File: src/rtl/result_sel_pipe_pkg.sv
// result_sel_pipe_pkg: shared mode encoding and payload sizing for result_sel_pipe
//   Holds the selection op encoding (MODE_PASS/OVERLAY/CMP_ONLY/SAT) and the
//   skid payload width: result + carry, plus two flag bits when the optional
//   RESULT_SEL_FLAGS_EN macro is defined.
`ifndef RESULT_SEL_PIPE_PKG_SV
`define RESULT_SEL_PIPE_PKG_SV
package result_sel_pipe_pkg;

    typedef enum logic [1:0] {
        MODE_PASS     = 2'b00,
        MODE_OVERLAY  = 2'b01,
        MODE_CMP_ONLY = 2'b10,
        MODE_SAT      = 2'b11
    } mode_e;

`ifdef RESULT_SEL_FLAGS_EN
    localparam int FLAG_W = 2;
`else
    localparam int FLAG_W = 0;
`endif

    function automatic int payload_w(int n);
        return n + 1 + FLAG_W;
    endfunction

endpackage
`endif

File: src/rtl/result_sel_skid.sv
// result_sel_skid: generic 2-entry valid/ready skid buffer (output register + skid entry)
//   clk, rst           : clock, synchronous active-high reset
//   in_valid_i/in_ready_o/in_data_i    : upstream handshake; in_ready_o is registered
//   out_valid_o/out_ready_i/out_data_o : downstream handshake from the output register
module result_sel_skid #(
    parameter int W = 17
) (
    input  logic         clk,
    input  logic         rst,
    input  logic         in_valid_i,
    output logic         in_ready_o,
    input  logic [W-1:0] in_data_i,
    output logic         out_valid_o,
    input  logic         out_ready_i,
    output logic [W-1:0] out_data_o
);

    logic         main_v_q, main_v_d, skid_v_q, skid_v_d, rdy_q;
    logic [W-1:0] main_q, main_d, skid_q, skid_d;
    logic         in_fire, out_fire, load_main;

    // Main reloads whenever it is empty or draining; the skid entry always has
    // priority so order is preserved. in_ready is low whenever skid is full,
    // so an accept never coincides with a full skid entry.
    always_comb begin
        in_fire   = in_valid_i && rdy_q;
        out_fire  = main_v_q && out_ready_i;
        load_main = !main_v_q || out_fire;
        main_v_d  = load_main ? (skid_v_q || in_fire) : main_v_q;
        main_d    = (load_main && skid_v_q) ? skid_q :
                    (load_main && in_fire)  ? in_data_i : main_q;
        skid_v_d  = skid_v_q ? !out_fire : (in_fire && !load_main);
        skid_d    = (in_fire && !load_main) ? in_data_i : skid_q;
    end

    always_ff @(posedge clk) begin
        if (rst) begin
            main_v_q <= 1'b0;
            skid_v_q <= 1'b0;
            rdy_q    <= 1'b1;
            main_q   <= '0;
            skid_q   <= '0;
        end else begin
            main_v_q <= main_v_d;
            skid_v_q <= skid_v_d;
            rdy_q    <= !skid_v_d;
            main_q   <= main_d;
            skid_q   <= skid_d;
        end
    end

    assign in_ready_o  = rdy_q;
    assign out_valid_o = main_v_q;
    assign out_data_o  = main_q;

endmodule

File: src/rtl/result_sel_pipe.sv
// result_sel_pipe: registered, handshaked result/carry selector between adder/comparator and consumer
//   clk, rst                 : clock, synchronous active-high reset
//   in_valid/in_ready        : input handshake (in_ready registered)
//   sum, co, com_res, mode   : adder sum/carry, comparator result, selection op
//   out_valid/out_ready      : output handshake
//   sel_res, sel_co          : selected result and carry (registered)
//   res_zero, res_sat        : only with RESULT_SEL_FLAGS_EN; zero result / SAT clipped
module result_sel_pipe
    import result_sel_pipe_pkg::*;
#(
    parameter int N  = 16,
    parameter int CW = 6
) (
    input  logic          clk,
    input  logic          rst,
    input  logic          in_valid,
    output logic          in_ready,
    input  logic [N-1:0]  sum,
    input  logic          co,
    input  logic [CW-1:0] com_res,
    input  logic [1:0]    mode,
    output logic          out_valid,
    input  logic          out_ready,
    output logic [N-1:0]  sel_res,
`ifdef RESULT_SEL_FLAGS_EN
    output logic          res_zero,
    output logic          res_sat,
`endif
    output logic          sel_co
);

    localparam int PW = payload_w(N);

    logic [N-1:0]  res;
    logic          res_co;
    logic [PW-1:0] in_data, out_data;

    // Unknown or PASS op falls through to the default: sum and carry unchanged.
    always_comb begin
        res    = sum;
        res_co = co;
        case (mode)
            MODE_OVERLAY:  res[CW-1:0] = com_res;
            MODE_CMP_ONLY: begin
                res    = N'(com_res);
                res_co = 1'b0;
            end
            MODE_SAT: begin
                res    = co ? '1 : sum;
                res_co = 1'b0;
            end
            default: ;
        endcase
    end

`ifdef RESULT_SEL_FLAGS_EN
    assign in_data  = {mode == MODE_SAT && co, res == '0, res_co, res};
    assign res_sat  = out_data[N+2];
    assign res_zero = out_data[N+1];
`else
    assign in_data  = {res_co, res};
`endif

    result_sel_skid #(.W(PW)) u_skid (
        .clk         (clk),
        .rst         (rst),
        .in_valid_i  (in_valid),
        .in_ready_o  (in_ready),
        .in_data_i   (in_data),
        .out_valid_o (out_valid),
        .out_ready_i (out_ready),
        .out_data_o  (out_data)
    );

    assign sel_res = out_data[N-1:0];
    assign sel_co  = out_data[N];

endmodule
File: config.mk
export PLATFORM = sky130hd
export DESIGN_NAME = result_sel_pipe
export DESIGN_NICKNAME = d
export VERILOG_FILES = /design/src/rtl/result_sel_pipe_pkg.sv /design/src/rtl/result_sel_skid.sv /design/src/rtl/result_sel_pipe.sv
export SDC_FILE = /design/constraint.sdc
export NUM_CORES = 1
export LEC_CHECK = 0
export CAP_MARGIN = 0
export CORE_MARGIN = 2
export CORE_UTILIZATION = 40
export DETAILED_ROUTE_END_ITERATION = 8
export PLACE_DENSITY = 0.67
export SKIP_CTS_REPAIR_TIMING = 1
export SYNTH_ARGS = -nofsm -noshare
export SYNTH_HDL_FRONTEND = slang
export SYNTH_SLANG_ARGS = --single-unit
File: constraint.sdc
create_clock -name clk -period 2.98 [get_ports clk]
set_clock_uncertainty 0.05 [all_clocks]
set_input_delay 0.596 -clock clk [delete_from_list [all_inputs] [get_ports clk]]
set_output_delay 0.596 -clock clk [all_outputs]
set_load 0.02 [all_outputs]
## Word-level counts from Yosys, hierarchy flattened

Index checks and enable logic that the tools add are counted.

| word-level totals | value |
|---|---|
| register bits after elaboration | 37 |
| latch bits | 0 |
| memory bits (writable) | 0 |
| memory bits (read-only) | 0 |
| output and inout bits | 19 |
| logic and storage cells | 29 |
| memories | 0 |

| cells by class | value |
|---|---|
| add/sub/neg operators | 0 |
| multipliers | 0 |
| divide/modulo/power cells | 0 |
| $lt $le $gt $ge | 0 |
| equality and inequality tests | 3 |
| shifts and indexed selects | 0 |
| muxes and demuxes | 7 |
| bitwise logic cells | 0 |
| reduce and logical (&&, ||, !) cells | 14 |

Operator list:

| cell | count |
|---|---|
| two-way mux 17 bit | 2 |
| one-hot mux 10 bit (2 select lines) | 1 |
| two-way mux 16 bit | 1 |
| one-hot mux 6 bit (2 select lines) | 1 |
| logical AND 1 bit | 5 |
| equality test 2 bit (second input constant) | 2 |
| logical NOT 1 bit | 4 |
| OR reduction 2 bit | 2 |
| equality test 2 x 1 -> 1 bit (second input constant) | 1 |
| logical OR 1 bit | 2 |
| two-way mux 1 bit | 2 |
| nonzero test 2 bit | 1 |

## Longest topological paths before layout

Gate-level depths: netlist of run 1.

| logic depth | value |
|---|---|
| depth after elaboration | 6 |
| mapped depth | 6 |

## By module

A second synthesis of run 1 with hierarchy kept.

| second synthesis, totals | value |
|---|---|
| cells, all modules | 230 |
| area, all modules | 1930.6 um2 |

By module, submodules not included:

| module | instances | cells each | area each (um2) |
|---|---|---|---|
| result_sel_skid | 1 | 164 | 1546.5 |
| result_sel_pipe | 1 | 66 | 384.1 |

## Least setup slack after synthesis of run 1

OpenSTA, ideal clock, no wires.

| timing path | value |
|---|---|
| path type | in2reg |
| start point | input mode[0] |
| end point | register u_skid.main_q[6], in the netlist u_skid.out_data_o[6] |
| arrival time | 1.533 ns |
| slack | 1.280 ns |
| cell stages on the path | 6 |
| cells stage by stage | inv_1 > ha_1 > clkbuf_1 > nand2b_1 > o211ai_1 > a32o_1 |

| on the way | value |
|---|---|
| cells in the longest elaborated chain, start to end | 4 |

RTL lines:

| what | line | RTL |
|---|---|---|
| start: declaration | result_sel_pipe.sv:21 | `input logic [1:0] mode,` |
| equality test 2 bit | result_sel_pipe.sv:42 | `case (mode)` |
| one-hot mux 10 bit (2 select lines) (*) | result_sel_pipe.sv:42 |  |
| two-way mux 17 bit (*) | result_sel_skid.sv:31 | `(load_main && in_fire) ? in_data_i : main_q;` |
| two-way mux 17 bit (*) | result_sel_skid.sv:30 | `main_d = (load_main && skid_v_q) ? skid_q :` |
| end signal: assignment | result_sel_skid.sv:47 | `main_q <= main_d;` |
| end: declaration | result_sel_skid.sv:19 | `logic [W-1:0] main_q, main_d, skid_q, skid_d;` |

Mark *: on every way between the ends. The rest lies on a longest branch, timed or not. The select of a mux whose other input is x is not followed.
A chain may end at the register's enable or synchronous reset.

## Worst setup path after layout of run 1

| timing path | value |
|---|---|
| start point | input in_valid |
| end point | register u_skid.main_q[6], in the netlist u_skid.out_data_o[6] |

| on the way | value |
|---|---|
| cells in the longest elaborated chain, start to end | 3 |

RTL lines:

| what | line | RTL |
|---|---|---|
| start: declaration | result_sel_pipe.sv:16 | `input logic in_valid,` |
| logical AND 1 bit | result_sel_skid.sv:26 | `in_fire = in_valid_i && rdy_q;` |
| logical AND 1 bit | result_sel_skid.sv:31 |  |
| nonzero test 2 bit (no source line) | -- |  |

Every way passes these cells.

==> results.txt, run 1 <==
Run status - complete, no violations
Syn_nets - 257
Mux contribution to synthesized area - 0%
Routed WL - 5220 µm
Maxcap violations - 0
Post-synth EDFFs - 0
Antenna-violating nets left - 0
Slew HR - 31.0%
Yosys top cell by area - dfxtp_1
CP Max Fanout - 11
Syn Inst Count - 225
Clock Latency Late Sink - 0.30 ns
CTS tree - built
Die footprint - 5430 µm²
Post-synthesis compound-gate area fraction - 37.5%
Synth async-reset ratio - 0%
Fmax - 463 MHz
Most common cell in the netlist - dfxtp_1
Share of layout cells above drive strength 1 - 8.21%
FF-to-FF path depth - 3
Largest net degree at the start of global routing - 28
Num CTS Buffers - 5
Number of I/O pins - 48
Setup ws final - 0.821 ns
Netlist Area Pre-Place - 1940 µm²
Fin. Hold Viols - 0
#FFs+latches synth - 37
Pwr dens - 499 nW/µm²
Synth area leaders - dfxtp_1 (38%), o2111ai_1 (5.9%), o211ai_1 (5.8%)
Clock power frac - 33.4%
Pre-CTS setup slack - 0.542 ns
Root Driver - clkbuf_8
Layout Utilization - 54.3%
Minimum clock period - 2.16 ns
Main combinational cell family by area after synthesis - compound AO/OA/AOI/OAI gates
I/O Buffers - 47
Crit. Startpoint - in_valid
Fin crit share - 72.4%
Nets@finish - 300
P&R area growth vs syn - 31.2%
P_leak - 0.903 nW
Final setup viols - 0
Worst slew pin tran - 1.04 ns
Sequential share of power - 43.5%
Vias per Instance - 5.92
Sequential share of the synthesized area - 38.1%
Avg Inst Size Synth - 8.64 µm²
Worst EP required - 3.16 ns
Global-route usage over all layers - 20.4%
DR vias - 1,905
RSZ-0062 raised after global routing - false
Fin area - 2550 µm²
TritonRoute pass-1 iters - 5
FP Rows - 25
Initial antenna violation count - 0
Crit Path Class - in2reg
Vias in the first global route - 1,719
Max Slew Vio Count - 0
Clock sink count - 37
Worst Hold Class - reg2reg
Combinational power share - 23.1%
Synth Area in XOR/XNOR - 0%
Placer Congestion - 0.751
Reg2reg start - u_skid.skid_v_q
Overflow after GRT - 0
Final TNS setup - 0 ns
Synth top cells by count - dfxtp_1 (37), nand2_1 (22), o211ai_1 (15)
Post-DP HPWL - 3510 µm
Core Box Area - 4690 µm²
Pint - 0.913 mW
Starting Density - 41.4%
Worst Path Arrival - 2.34 ns
DR DRC count - 0
CP Launch Type - primary input
H-tree Lvls - 2
Post-synthesis adder-cell area fraction - 1.93%
Placed Area - 2450 µm²
P_sw - 0.358 mW
Crit end category - flop
Global-route wire length before repair - 8450 µm
CP endpoint - u_skid.out_data_o[6]
WHS - 0.405 ns
Yosys cell types - 35
Power, Total - 1.27 mW
RR Endpoint - u_skid.out_data_o[6]
Peak supply drop - 0.000432 V
Sw frac - 28.2%
Width of the die - 73.7 µm
Fin cells - 322
Post-synth top flop - dfxtp_1
Clk buf depth - 2
Reg2reg setup slack - 0.91 ns
Initial DRC count - 139
Clock-pin slew on the worst setup and hold paths - 0.08 ns
Chip height - 73.7 µm
Synth warn - 0
Synth Area in Simple Gates - 14.6%
Dpl cells - 315
Routed wire per std cell - 16.2 µm
Antenna diode count - 0
Yosys top cell area share - 38.1%
## critical path, cell delays in order
cell and delay, ns:
clkdlybuf4s50_1 0.49, a21o_1 0.22, a21oi_1 0.82, a32o_1 0.22
## kinds of logic (layout without fill, tap and decap cells)
logic type | after synthesis | count (layout)
and+or+nand+nor | 52 | 52
buffers and inverters | 32 | 75
AOI/OAI and AO/OA | 101 | 101
DFF | 37 | 37
adders and majority gates | 3 | 3
## power by group through the flow
stage	sequential (mW)	combinational, mW	clock [mW]
floorplan	0.587	0.141	0
global placement	0.564	0.293	0
detailed placement	0.563	0.294	0
CTS	0.553	0.295	0.426
global route	0.557	0.319	0.446
finish	0.553	0.294	0.425
## layout make-up
type                    instances  area (µm²)
flip-flops and latches         37         741
multi-input cells             156        1050
fillers                       448        2140
clock buffers                   5        68.8
inverters                      11        43.8
repair buffers                 57         546
well taps                      54        67.6
clock inverters                 2        35.0
## state kept, by name, indices dropped and copies added (netlist names)
register            cells
u_skid.out_data_o      17
u_skid.skid_q          17
u_skid.in_ready_o       1
u_skid.out_valid_o      1
u_skid.skid_v_q         1
## how the worst min path moves through the flow
stage / cells past startpoint / startpoint / to / slack [ns]
after floorplan: 2 / u_skid.skid_q[16] / u_skid.skid_q[16] / 0.38
after global placement: 2 / u_skid.skid_q[10] / u_skid.skid_q[10] / 0.39
after detailed placement: 2 / u_skid.skid_q[16] / u_skid.skid_q[16] / 0.40
after CTS: 2 / u_skid.skid_q[16] / u_skid.skid_q[16] / 0.41
after global routing: 2 / u_skid.skid_q[16] / u_skid.skid_q[16] / 0.42
final: 2 / u_skid.skid_q[16] / u_skid.skid_q[16] / 0.41
## layout by cell type (no fill, tap or decap), drive strengths merged
master          n
or2             1
nand2b          6
or3             1
buf            10
a32o            4
inv            11
clkdlybuf4s50  47
bufinv          1
nand2          22
o2bb2ai         7
a21o            1
nor3b           1
and2            3
nor3            1
a31oi           1
dfxtp          37
nor2b           8
or2b            1
a22o            6
o2111ai        13
o21ai          10
clkinv          1
o22ai          12
nand4           6
ha              3
a211oi          8
nand4b          1
clkbuf          5
and4b           1
a21oi          14
o21a           10
o211ai         15
## metal layers
layer | vias to the layer above | global-route usage (%) | routed length (µm)
met5 | - | 0 | 0
met1 | 914 | 27.3 | 2530
met3 | 8 | 4.25 | 211
met2 | 44 | 33.0 | 2420
met4 | 0 | 6.06 | 63
li1 | 939 | - | -
(Power assumes the default switching activity.)
==> run 2: changes to the inputs <==
clock period = 2.05 ns   (was 2.98 ns; I/O delays follow)
==> results.txt, run 2 (synthesis results as in run 1) <==
P_leak - 0.955 nW (+5.7%)
Metal2 WL - 2410 µm (-0.29%)
Hold Crit Start - u_skid.skid_q[15]
Die footprint - 5430 µm² (unchanged)
Worst path buffer plus inverter count - 1 (unchanged)
TritonRoute pass-1 iters - 4 (-1)
Fin crit share - 90.2%
Run status - complete, no violations
FP Rows - 25 (unchanged)
Max Slew Vio Count - 0 (unchanged)
DR vias - 1,911 (+0.31%)
Antenna-violating nets left - 0 (unchanged)
Peak supply drop - 0.000351 V (-19%)
CP Launch Type - flop
Placer Congestion - 0.776 (+3.3%)
Clock-pin slew on the worst setup and hold paths - 0.07 ns (about the same)
Pwr dens - 676 nW/µm² (+36%)
Largest net degree at the start of global routing - 28 (unchanged)
Routed WL - 5270 µm (+0.88%)
Highest metal used - met4
Initial DRC count - 118 (-15%)
Global-route usage over all layers - 21.5% (+1.0 points)
Width of the die - 73.7 µm (unchanged)
RSZ-0062 raised after global routing - false
Chip height - 73.7 µm (unchanged)
Met1 WL - 2530 µm (unchanged)
Post-DP HPWL - 3820 µm (+9.0%)
Maxcap violations - 0 (unchanged)
Starting Density - 41.4% (unchanged)
Most common cell after layout, fill and taps aside - clkdlybuf4s50_1
Initial antenna violation count - 0 (unchanged)
Clk buf depth - 2 (unchanged)
Fin. Hold Viols - 0 (unchanged)
CP Max Fanout - 7 (-4)
Reg2reg start - u_skid.skid_v_q
Num CTS Buffers - 5 (unchanged)
Worst-path cell chain - clkdlybuf4s50_1
Final setup viols - 0 (unchanged)
WHS - 0.411 ns (+0.00619 ns)
Clock Latency Late Sink - 0.29 ns (about the same)
Routed wire per std cell - 15.8 µm (-2.5%)
Commonest non-fill, non-tap cells in the layout - clkdlybuf4s50_1 (47), dfxtp_1 (37), nand2_1 (22)
Crit. Startpoint - u_skid.out_valid_o
Share of layout cells above drive strength 1 - 11.5% (+3.3 points)
Final TNS setup - 0 ns (unchanged)
Slowest-stage cell, CP - clkdlybuf4s50_1
P&R area growth vs syn - 35.2%
Vias in the first global route - 1,899 (+10%)
Fmax - 541 MHz
Critical path's largest stage delay - 0.65 ns (-0.17 ns)
DR DRC count - 0 (unchanged)
Slew HR - 70.5% (+40 points)
I/O Buffers - 47 (unchanged)
H-tree Lvls - 2 (unchanged)
Global-route wire length before repair - 8890 µm (+5.2%)
CTS tree - built
Worst EP required - 1.59 ns (-1.57 ns)
Minimum clock period - 1.85 ns
Core Box Area - 4690 µm² (unchanged)
Antenna diode count - 0 (unchanged)
Crit Path Class - reg2out
Worst Hold Class - reg2reg
Met3 WL - 267 µm (+27%)
Number of I/O pins - 48 (unchanged)
Worst Path Arrival - 1.39 ns (-0.95 ns)
CP top delay family - buffers and inverters
Nets@finish - 311 (+3.7%)
Clock sink count - 37 (unchanged)
Overflow after GRT - 0 (unchanged)
Root Driver - clkbuf_8
Vias per Instance - 5.74 (-3.0%)
Worst slew pin tran - 0.442 ns (-0.593 ns)
Crit end category - primary output
==> run 2: path summary, 6_finish.rpt <==
path | endpoint | slack (ns) | cells past startpoint
hold reg to reg | u_skid.skid_q[15] | 0.41 | 2
hold / removal | u_skid.skid_q[15] | 0.41 | 2
setup / recovery | out_valid | 0.20 | 1
setup reg to reg | u_skid.out_data_o[8] | 0.53 | 4
==> run 2: power by group <==
part | switching (mW) | leakage [nW] | total, mW | internal, mW
clock | 0.257 | 0.0443 | 0.524 | 0.267
combinational | 0.229 | 0.608 | 0.455 | 0.226
sequential | 0.0321 | 0.302 | 0.799 | 0.767
==> run 2: area by class of cell <==
type	count	area (µm²)
clock buffer	7	86.3
tap	54	67.6
timing repair buffer	68	641
inverter	11	43.8
sequential	37	741
multi-input combinational	156	1050
fill	458	2060
==> run 2: through the flow <==
stage,std cells,instance area (µm²),worst slack (ns),util [%],total power [mW]
after CTS,333,2630,0.180,56.0,1.79
after global routing,333,2630,0.122,56.0,1.86
final,333,2630,0.201,56.0,1.78
after global placement,326,2540,0.107,54.2,1.27
after floorplan,225,1940,0.536,-,1.06
after detailed placement,326,2540,0.0654,54.2,1.27
==> run 2: metal layers <==
layer	vias up	track usage [%]
met1	894	28.7
met5	-	0
met2	41	34.0
met3	6	5.35
met4	0	6.46
li1	970	-
